File: config.mk
export PLATFORM = sky130hd
export DESIGN_NAME = prefetch_buffer_flat
export DESIGN_NICKNAME = d
export VERILOG_FILES = /design/src/rtl/prefetch_pkg.sv /design/src/rtl/prefetch_buffer_if.sv /design/src/rtl/prefetch_ring_store.sv /design/src/rtl/prefetch_buffer.sv /design/src/flat_wrapper.sv
export SDC_FILE = /design/constraint.sdc
export NUM_CORES = 1
export LEC_CHECK = 0
export CAP_MARGIN = 20
export CORE_AREA = 2 2 127 116
export DETAILED_ROUTE_END_ITERATION = 7
export DIE_AREA = 0 0 129 118
export PLACE_DENSITY = 0.92
export RECOVER_POWER = 25
export SETUP_SLACK_MARGIN = 0.1
export SYNTH_ARGS = -nofsm -noshare
export SYNTH_HDL_FRONTEND = slang
export SYNTH_SLANG_ARGS = --single-unit
File: constraint.sdc
create_clock -name clk -period 4.2 [get_ports clk]
set_clock_uncertainty 0.1 [all_clocks]
set_input_delay 0.42 -clock clk [delete_from_list [all_inputs] [get_ports clk]]
set_output_delay 0.42 -clock clk [all_outputs]
set_load 0.005 [all_outputs]
File: src/rtl/prefetch_pkg.sv
// Shared sizing helpers for the instruction prefetch buffer.
package prefetch_pkg;

  function automatic int pf_ptr_w(input int depth);
    return (depth > 1) ? $clog2(depth) : 1;
  endfunction

  function automatic int pf_cnt_w(input int depth);
    return pf_ptr_w(depth) + 1;
  endfunction

  // Byte stride between consecutive fetch words.
  function automatic int pf_addr_inc(input int data_width);
    return data_width / 8;
  endfunction

endpackage

File: src/rtl/prefetch_buffer_if.sv
// Fetch-bus and decode-side signal bundle of the prefetch buffer.
interface prefetch_buffer_if #(
  parameter int DATA_WIDTH = 32,
  parameter int ADDR_WIDTH = 32,
  parameter int DEPTH      = 4
);
  import prefetch_pkg::*;

  localparam int CNT_W = pf_cnt_w(DEPTH);

  logic                  fifo_clear;
  logic [ADDR_WIDTH-1:0] clear_addr;
  logic                  req_allow;
  logic                  req_issue;
  logic                  rsp_valid;
  logic [DATA_WIDTH-1:0] rsp_data;
  logic                  out_valid;
  logic                  out_ready;
  logic [DATA_WIDTH-1:0] out_rdata;
  logic [ADDR_WIDTH-1:0] out_addr;
  logic [CNT_W-1:0]      count;
  logic                  rsp_err;

  modport slave (
    input  fifo_clear, clear_addr, req_issue, rsp_valid, rsp_data, out_ready,
    output req_allow, out_valid, out_rdata, out_addr, count, rsp_err
  );

  modport master (
    output fifo_clear, clear_addr, req_issue, rsp_valid, rsp_data, out_ready,
    input  req_allow, out_valid, out_rdata, out_addr, count, rsp_err
  );

endinterface

File: src/rtl/prefetch_ring_store.sv
// Ring-buffer data storage: pointer-addressed write, combinational read.
module prefetch_ring_store
  import prefetch_pkg::*;
#(
  parameter int DATA_WIDTH = 32,
  parameter int DEPTH      = 4
) (
  input  logic                          clk,
  input  logic                          wr_en,
  input  logic [pf_ptr_w(DEPTH)-1:0]    wr_ptr,
  input  logic [DATA_WIDTH-1:0]         wr_data,
  input  logic [pf_ptr_w(DEPTH)-1:0]    rd_ptr,
  output logic [DATA_WIDTH-1:0]         rd_data
);

  logic [DATA_WIDTH-1:0] mem_r [DEPTH];

  // Data entries carry no reset; validity is tracked by the owner's count.
  always_ff @(posedge clk) begin
    if (wr_en) begin
      mem_r[wr_ptr] <= wr_data;
    end
  end

  assign rd_data = mem_r[rd_ptr];

endmodule

File: src/rtl/prefetch_buffer.sv
// Instruction prefetch ring buffer with in-flight request tracking, flush
// discard of stale responses, optional same-cycle bypass and address tagging.
module prefetch_buffer
  import prefetch_pkg::*;
#(
  parameter int DATA_WIDTH      = 32,
  parameter int ADDR_WIDTH      = 32,
  parameter int DEPTH           = 4,
  parameter int MAX_OUTSTANDING = 2,
  parameter int BYPASS_EN       = 1
) (
  input  logic              clk,
  input  logic              reset,
  prefetch_buffer_if.slave  bus
);

  localparam int PTR_W = pf_ptr_w(DEPTH);
  localparam int CNT_W = pf_cnt_w(DEPTH);
  localparam int SUM_W = CNT_W + 1;
  localparam logic [ADDR_WIDTH-1:0] ADDR_INC = ADDR_WIDTH'(pf_addr_inc(DATA_WIDTH));
  localparam logic [CNT_W-1:0]      MAX_OUT  = CNT_W'(MAX_OUTSTANDING);
  localparam logic [SUM_W-1:0]      DEPTH_S  = SUM_W'(DEPTH);
  localparam logic                  BYP      = (BYPASS_EN != 0);

  logic [CNT_W-1:0]      count_r;
  logic [PTR_W-1:0]      wr_ptr_r;
  logic [PTR_W-1:0]      rd_ptr_r;
  logic [CNT_W-1:0]      outstanding_r;
  logic [CNT_W-1:0]      discard_r;
  logic [ADDR_WIDTH-1:0] head_addr_r;
  logic                  rsp_err_r;

  logic [SUM_W-1:0]      room_s;
  logic                  allow_s;
  logic                  stored_s;
  logic                  orphan_s;
  logic                  accept_s;
  logic                  valid_s;
  logic                  pop_s;
  logic                  pop_store_s;
  logic                  push_s;
  logic [CNT_W-1:0]      outstanding_nxt_s;
  logic [CNT_W-1:0]      count_nxt_s;
  logic [DATA_WIDTH-1:0] rd_data_s;
  logic [DATA_WIDTH-1:0] rdata_s;

  prefetch_ring_store #(
    .DATA_WIDTH (DATA_WIDTH),
    .DEPTH      (DEPTH)
  ) u_store (
    .clk     (clk),
    .wr_en   (push_s),
    .wr_ptr  (wr_ptr_r),
    .wr_data (bus.rsp_data),
    .rd_ptr  (rd_ptr_r),
    .rd_data (rd_data_s)
  );

  // Handshake decode: grant, accept/drop of responses, push/pop and next counts.
  always_comb begin
    room_s            = '0;
    allow_s           = 1'b0;
    stored_s          = 1'b0;
    orphan_s          = 1'b0;
    accept_s          = 1'b0;
    valid_s           = 1'b0;
    pop_s             = 1'b0;
    pop_store_s       = 1'b0;
    push_s            = 1'b0;
    outstanding_nxt_s = outstanding_r;
    count_nxt_s       = count_r;
    rdata_s           = bus.rsp_data;

    // Stored words plus live requests bound the grant, so nothing accepted can overflow.
    room_s   = SUM_W'(count_r) + SUM_W'(outstanding_r - discard_r);
    allow_s  = !bus.fifo_clear && (outstanding_r < MAX_OUT) && (room_s < DEPTH_S);
    stored_s = (count_r != '0);
    orphan_s = bus.rsp_valid && (outstanding_r == '0) && !bus.req_issue;
    accept_s = bus.rsp_valid && (discard_r == '0) && !orphan_s;

    valid_s     = !bus.fifo_clear && (stored_s || (BYP && accept_s));
    pop_s       = valid_s && bus.out_ready;
    pop_store_s = pop_s && stored_s;
    push_s      = accept_s && !bus.fifo_clear && !(BYP && !stored_s && bus.out_ready);

    outstanding_nxt_s = outstanding_r + CNT_W'(bus.req_issue)
                        - CNT_W'(bus.rsp_valid && !orphan_s);
    count_nxt_s       = count_r + CNT_W'(push_s) - CNT_W'(pop_store_s);

    if (stored_s) begin
      rdata_s = rd_data_s;
    end else begin
      rdata_s = bus.rsp_data;
    end
  end

  // Pointers, counters, discard window and head-address tracker.
  always_ff @(posedge clk) begin
    if (reset) begin
      count_r       <= '0;
      wr_ptr_r      <= '0;
      rd_ptr_r      <= '0;
      outstanding_r <= '0;
      discard_r     <= '0;
      head_addr_r   <= '0;
      rsp_err_r     <= 1'b0;
    end else begin
      rsp_err_r     <= orphan_s;
      outstanding_r <= outstanding_nxt_s;
      if (bus.fifo_clear) begin
        // Every request still in flight after this edge returns stale data.
        count_r     <= '0;
        wr_ptr_r    <= '0;
        rd_ptr_r    <= '0;
        head_addr_r <= bus.clear_addr;
        discard_r   <= outstanding_nxt_s;
      end else begin
        count_r <= count_nxt_s;
        if (push_s) begin
          wr_ptr_r <= wr_ptr_r + PTR_W'(1);
        end
        if (pop_store_s) begin
          rd_ptr_r <= rd_ptr_r + PTR_W'(1);
        end
        if (pop_s) begin
          head_addr_r <= head_addr_r + ADDR_INC;
        end
        if ((discard_r != '0) && bus.rsp_valid) begin
          discard_r <= discard_r - CNT_W'(1);
        end
      end
    end
  end

  assign bus.req_allow = allow_s;
  assign bus.out_valid = valid_s;
  assign bus.out_rdata = rdata_s;
  assign bus.out_addr  = head_addr_r;
  assign bus.count     = count_r;
  assign bus.rsp_err   = rsp_err_r;

endmodule
File: src/flat_wrapper.sv
// flat-port wrapper written by rule: the top's interface ports become plain ports
module prefetch_buffer_flat import prefetch_pkg::*;
#(
  parameter int DATA_WIDTH      = 32,
  parameter int ADDR_WIDTH      = 32,
  parameter int DEPTH           = 4,
  parameter int MAX_OUTSTANDING = 2,
  parameter int BYPASS_EN       = 1
)
  (clk, reset, bus_fifo_clear, bus_clear_addr, bus_req_issue, bus_rsp_valid, bus_rsp_data, bus_out_ready, bus_req_allow, bus_out_valid, bus_out_rdata, bus_out_addr, bus_count, bus_rsp_err);
  prefetch_buffer_if #(.DATA_WIDTH(DATA_WIDTH), .ADDR_WIDTH(ADDR_WIDTH), .DEPTH(DEPTH)) bus_i ();
  input  logic clk;
  input  logic reset;
  input wire logic [$bits(bus_i.fifo_clear)-1:0] bus_fifo_clear;
  input wire logic [$bits(bus_i.clear_addr)-1:0] bus_clear_addr;
  input wire logic [$bits(bus_i.req_issue)-1:0] bus_req_issue;
  input wire logic [$bits(bus_i.rsp_valid)-1:0] bus_rsp_valid;
  input wire logic [$bits(bus_i.rsp_data)-1:0] bus_rsp_data;
  input wire logic [$bits(bus_i.out_ready)-1:0] bus_out_ready;
  output wire logic [$bits(bus_i.req_allow)-1:0] bus_req_allow;
  output wire logic [$bits(bus_i.out_valid)-1:0] bus_out_valid;
  output wire logic [$bits(bus_i.out_rdata)-1:0] bus_out_rdata;
  output wire logic [$bits(bus_i.out_addr)-1:0] bus_out_addr;
  output wire logic [$bits(bus_i.count)-1:0] bus_count;
  output wire logic [$bits(bus_i.rsp_err)-1:0] bus_rsp_err;
  assign bus_i.fifo_clear = bus_fifo_clear;
  assign bus_i.clear_addr = bus_clear_addr;
  assign bus_i.req_issue = bus_req_issue;
  assign bus_i.rsp_valid = bus_rsp_valid;
  assign bus_i.rsp_data = bus_rsp_data;
  assign bus_i.out_ready = bus_out_ready;
  assign bus_req_allow = bus_i.req_allow;
  assign bus_out_valid = bus_i.out_valid;
  assign bus_out_rdata = bus_i.out_rdata;
  assign bus_out_addr = bus_i.out_addr;
  assign bus_count = bus_i.count;
  assign bus_rsp_err = bus_i.rsp_err;
  prefetch_buffer #(.DATA_WIDTH(DATA_WIDTH), .ADDR_WIDTH(ADDR_WIDTH), .DEPTH(DEPTH), .MAX_OUTSTANDING(MAX_OUTSTANDING), .BYPASS_EN(BYPASS_EN)) u_core (.clk(clk), .reset(reset), .bus(bus_i));
endmodule
### Yosys cells after proc, flatten, opt, wreduce, memory -nomap -nowiden

Memories as Yosys holds them, arrays and structs flattened. A register that Yosys moved wholly into a read port is not among the register bits.
Index checks and enable logic that the tools add are counted.
Widths: inputs -> output; s select.

* register bits after elaboration: 46
* memory bits (writable): 128
* input port bits: 70
* output and inout port bits: 70
* logic and storage cells: 56
* memories kept: 1

* add/subtract/negate cells: 10
* magnitude comparators: 2
* mux-type cells: 9
* reductions and logical operators: 27

Memories
* u_core.u_store.mem_r: depth 4, bits a word 32, read ports 1, clocked after memory_dff 1, wr ports 1, RTL line prefetch_ring_store.sv:16 `logic [DATA_WIDTH-1:0] mem_r [DEPTH];`

Operator list (number)
* $mux 32: 3
* $add 32x3->32 const B: 1
* $logic_and 1x1->1: 14
* $add 3x1->3: 2
* $logic_not 3->1: 2
* $mux 3: 2
* $reduce_bool 3->1: 2
* $sub 3x1->3: 2
* $logic_not 1->1: 5
* $add 2x1->2 const B: 2
* $add 3x4->4: 1
* $lt 4x3->1 const B: 1
* $mux 2: 2
* $reduce_bool 2->1: 2
* $sub 3x3->4: 1
* $lt 3x2->1 const B: 1
* $sub 3x1->3 const B: 1
* $mux 1: 2
* $reduce_or 2->1: 1
* $logic_or 1x1->1: 1

### Longest topological paths before layout

Gate-level depths: netlist of run 1.

* word-level depth: 11
* mapped depth: 11
* gate-level depth less buffers: 11

### By module

Synthesis of run 1 repeated with hierarchy kept, for this count alone.

* cells, all modules: 583
* area, all modules: 7699.9 um^2

Modules (own cells, without submodules)
* prefetch_ring_store: times used 1, cells an instance 171, area each 4689.5 um^2, seq. area each 3843.7 um^2
* prefetch_buffer: times used 1, cells an instance 412, area each 3010.4 um^2, seq. area each 920.9 um^2

### Worst setup path after synthesis of run 1

OpenSTA, ideal clock, no wires.

* path type: flip-flop to flip-flop
* start: register u_core.discard_r[0]
* end: memory u_core.u_store.mem_r[0][0], enable pin
* setup time: 392 ps
* arrival: 2137 ps
* data required time: 3708 ps
* slack: 1571 ps
* stages on the path, launching flop included: 7
* period minus slack after synthesis: 2629 ps
* path through: dfxtp_1 > inv_1 > ha_1 > nor2b_1 > nand3_1 > a21oi_1 > and3_1

* cells in the longest elaborated chain, start to end: 7

Ends and longest elaborated chain
* start: declaration: RTL line prefetch_buffer.sv:29 `logic [CNT_W-1:0] discard_r;`
* start signal: assignment: RTL line prefetch_buffer.sv:116 `discard_r <= outstanding_nxt_s;`
* start signal: assignment: RTL line prefetch_buffer.sv:129 `discard_r <= discard_r - CNT_W'(1);`
* $logic_not 3->1: RTL line prefetch_buffer.sv:79 `accept_s = bus.rsp_valid && (discard_r == '0) && !orphan_s;`
* $logic_and 1x1->1 (2 in a row): RTL line prefetch_buffer.sv:79
* $logic_and 1x1->1 (2 in a row): RTL line prefetch_buffer.sv:84 `push_s = accept_s && !bus.fifo_clear && !(BYP && !stored_s && bus.out_ready);`
* $mux 1: RTL line prefetch_ring_store.sv:20 `if (wr_en) begin`
* $mux 1 (implied by the code): RTL line prefetch_ring_store.sv:21 `mem_r[wr_ptr] <= wr_data;`
* end: declaration: RTL line prefetch_ring_store.sv:16

Every way passes these cells.

### Worst setup path in the final report of run 1

* start: register u_core.count_r[1] (netlist: u_core.bus.count[1])
* end: output port bus_req_allow

* cells in the longest elaborated chain, start to end: 3

Ends and longest elaborated chain
* start: declaration: RTL line prefetch_buffer.sv:25 `logic [CNT_W-1:0] count_r;`
* start signal: assignment: RTL line prefetch_buffer.sv:118 `count_r <= count_nxt_s;`
* $add 3x4->4: RTL line prefetch_buffer.sv:75 `room_s = SUM_W'(count_r) + SUM_W'(outstanding_r - discard_r);`
* $lt 4x3->1: RTL line prefetch_buffer.sv:76 `allow_s = !bus.fifo_clear && (outstanding_r < MAX_OUT) && (room_s < DEPTH_S);`
* $logic_and 1x1->1: RTL line prefetch_buffer.sv:76
* end: declaration: RTL line flat_wrapper.sv:20 `output wire logic [$bits(bus_i.req_allow)-1:0] bus_req_allow;`

Every way passes these cells.

==> impl_metrics.env, run 1 <==
export IMPL_arrival_ps=3050
export IMPL_cp_top_family="adder cells"
export IMPL_multiInputGateArea_um2=2770
export IMPL_postCtsResizedCells=0
export IMPL_fin_crit_sh_pct=85.1
export IMPL_async_flop_share_pct=0
export IMPL_ys_flop_type="edfxtp_1"
export IMPL_seqCellArea_um2=4810
export IMPL_crit_required_ps=3680
export IMPL_grt_max_degree=34
export IMPL_crit_path_frequent_cell="inv_1"
export IMPL_drtAntennaViolNets=0
export IMPL_fmax_ghz=0.280
export IMPL_post_drt_wl_per_cell_um=20.2
export IMPL_p_leak_nw=3.37
export IMPL_synth_edf_count=128
export IMPL_ios=140
export IMPL_cts_max_path_buffers=2
export IMPL_pwr_share_seq_pct=47.1
export IMPL_p_switching_w=0.00106
export IMPL_yosysTopAreaCellShare_pct=49.3
export IMPL_ir_worst_vdd_v=0.000299
export IMPL_cp_num_buf_inv=3
export IMPL_ys_seq_area_share_pct=61.7
export IMPL_stdcell_count=878
export IMPL_placed_area_um2=9440
export IMPL_cts_setup_buffers=0
export IMPL_critPathSlowestCell="fa_1"
export IMPL_status="completed"
export IMPL_cp_end_kind="output pin"
export IMPL_routed_wl_um=17700
export IMPL_synthTopCellsByArea="edfxtp_1, dfxtp_1, mux4_2"
export IMPL_clock_latency_ps=430
export IMPL_drive_gt1_share_pct=17.2
export IMPL_cts_sinks=176
export IMPL_power_per_cell_area_nw_per_um2=421
export IMPL_synth_most_common_cell="edfxtp_1"
export IMPL_synthCells=528
export IMPL_finalSetupTns_ps=0
export IMPL_synth_fp_nets=617
export IMPL_grt_overflow=0
export IMPL_p_int_w=0.00317
export IMPL_hold_violations=0
export IMPL_io_buffers=139
export IMPL_grt_util_all_layers_pct=24.5
export IMPL_slew_headroom_pct=35.8
export IMPL_final_nets=761
export IMPL_root_buffer="clkbuf_16"
export IMPL_swShare_pct=25.0
export IMPL_syn_to_final_growth_pct=28.6
export IMPL_dr_total_vias=5069
export IMPL_netlist_area_um2=7790
export IMPL_setup_viol=0
export IMPL_finalWeightedCongestion=0.902
export IMPL_final_setup_worst_slack_ps=628
export IMPL_htreeDepth=4
export IMPL_cts_tree="built"
export IMPL_fin_util_pct=72.1
export IMPL_synth_top_cells_by_count="edfxtp_1, dfxtp_1, nor2_1"
export IMPL_synth_avg_cell_area_um2=14.8
export IMPL_cts_hold_buf=0
export IMPL_grt_setup_unrepaired="no"
export IMPL_placed_cells=846
export IMPL_drt_iter0_drc=459
export IMPL_grt_pass1_wl_um=28200
export IMPL_tightestPinTransition_ps=955
export IMPL_place_hpwl_um=12100
export IMPL_combPwrFrac_pct=15.9
export IMPL_ys_types=52
export IMPL_clockPowerShare_pct=37.0
export IMPL_drc=0
export IMPL_cp_max_fo=6
export IMPL_viasPerCell=5.77
export IMPL_clk_pin_slew_ps=70
export IMPL_dieWidth_um=129
export IMPL_start_util_pct=56.0
export IMPL_synth_area_leader_cell="edfxtp_1"
export IMPL_die_y_um=118
export IMPL_antenna_found_initial=0
export IMPL_yosys_warnings=0
export IMPL_die_area_um2=15200
export IMPL_grt_pass1_vias=5312
export IMPL_core_area_um2=13900
export IMPL_cp_slowest_stage_delay_ps=540
export IMPL_fin_crit_ps=3570
export IMPL_n_fill_cell=898
export IMPL_maxSlewViolCount=0
export IMPL_hold_path_class="register to register"
export IMPL_cts_buffers_inserted=17
export IMPL_pre_cts_ws_ps=1070
export IMPL_rows=41
export IMPL_cp_start_kind="register"
export IMPL_maxCapViolCount=0
export IMPL_drt_pre_antenna_iters=5
export IMPL_path_cells="inv_1, fa_1, inv_1, ha_1, a31oi_1, mux2i_1, o21ai_0, and3_1, clkdlybuf4s50_1"
export IMPL_finalInstanceArea_um2=10000
export IMPL_synth_seq_cells=176
export IMPL_crit_type="register to output pin"
export IMPL_diodes=0
[flip-flops by register name (all words and copies together) (netlist names), named ones only]
signal                flops
u_core.rd_ptr_r           2
u_core.wr_ptr_r           2
u_core.discard_r          3
u_core.u_store.mem_r    128
u_core.bus.rsp_err        1
u_core.outstanding_r      3
u_core.bus.out_addr      32
u_core.bus.count          3
[layout by cell type (no fill, tap or decap), types with 4 or more instances in the layout]
| cell type | netlist | routed |
|---|---|---|
| nand4b_1 | 4 | 4 |
| nor2_1 | 41 | 41 |
| xor2_1 | 12 | 12 |
| ha_1 | 15 | 15 |
| clkdlybuf4s50_1 | 0 | 115 |
| fa_1 | 4 | 4 |
| mux2_2 | 32 | 32 |
| clkinv_1 | 1 | 4 |
| and3_1 | 13 | 13 |
| nand3_1 | 8 | 8 |
| dlygate4sd3_1 | 0 | 24 |
| nor2b_1 | 4 | 4 |
| a21oi_1 | 6 | 6 |
| a311oi_1 | 7 | 7 |
| inv_1 | 25 | 25 |
| and2_1 | 5 | 5 |
| buf_4 | 0 | 10 |
| o21bai_1 | 4 | 4 |
| a211oi_1 | 21 | 21 |
| xnor2_1 | 14 | 14 |
| dfxtp_1 | 48 | 47 |
| nand2_1 | 15 | 15 |
| clkbuf_16 | 0 | 17 |
| inv_6 | 0 | 5 |
| nand4_1 | 10 | 10 |
| nor3_1 | 10 | 10 |
| mux2i_1 | 5 | 5 |
| edfxtp_1 | 128 | 128 |
| mux4_2 | 32 | 32 |
[stage by stage]
step | power (W) | hold slack [ps]
global route | 0.00440 | 455
CTS | 0.00425 | 420
floorplan | 0.00240 | 385
global placement | 0.00265 | 387
finish | 0.00422 | 414
detailed placement | 0.00270 | 407
[layer usage]
layer,part of all wire [%],track usage (%)
met1,42,32.1
met2,50,40.4
met3,6.7,5.59
met4,1.8,8.15
met5,0,0
[layout make-up]
class                   instances  area share [%]
well taps                     193            2.41
repair buffers                152            15.2
multi-input cells             299            27.7
inverters                      26           0.974
flip-flops and latches        176            48.0
clock inverters                15            1.52
clock buffers                  17            4.25
[power groups by stage]
| stage | clock [W] | combinational [W] | sequential (W) |
|---|---|---|---|
| 5_1_grt | 0.00166 | 0.000745 | 0.00200 |
| 4_1_cts | 0.00158 | 0.000679 | 0.00199 |
| 3_3_place_gp | 0 | 0.000634 | 0.00202 |
| 6_report | 0.00156 | 0.000672 | 0.00199 |
| 3_5_place_dp | 0 | 0.000672 | 0.00202 |
| 2_1_floorplan | 0 | 0.000388 | 0.00201 |
[path summary, 6_finish.rpt]
kind	from	cells past startpoint	slack, ps	endpoint
worst min-delay path	u_core.bus.out_addr[1]	2	410	u_core.bus.out_addr[1]
worst max register to register	u_core.discard_r[0]	7	1390	u_core.u_store.mem_r[2][29]
worst max-delay path	u_core.bus.count[1]	9	630	bus_req_allow
worst min register to register	u_core.bus.out_addr[1]	2	410	u_core.bus.out_addr[1]
[worst reg2reg max path: cells and delay by family, from the launching register on]
kind	cells	cell delay [ps]
flip-flops	1	310
AND/OR/NAND/NOR	3	1060
AO/OA/AOI/OAI	1	450
buffers and inverters	2	390
adder cells (fa/ha/maj)	1	200
[cell families (layout without fill, tap and decap cells)]
group / count (synthesis) / in the layout / synth area share (%)
xor gates and xnor gates: 26 / 26 / 2.92
buffers and inverters: 53 / 210 / 2.75
AOI/OAI and AO/OA: 55 / 55 / 5.78
DFF: 176 / 176 / 61.7
adders and majority gates: 19 / 19 / 3.44
and+or+nand+nor: 130 / 130 / 8.91
muxes: 69 / 69 / 14.5
Power figures use the tool's default switching activity.
==> run 2: changes to the inputs <==
--- a/config.mk
+++ b/config.mk
@@ -15,3 +15,4 @@
 export SYNTH_ARGS = -nofsm -noshare
 export SYNTH_HDL_FRONTEND = slang
 export SYNTH_SLANG_ARGS = --single-unit
+export TNS_END_PERCENT = 10
==> results of run 2 <==
The final DEF is identical to that of run 1; final timing and power are the same.
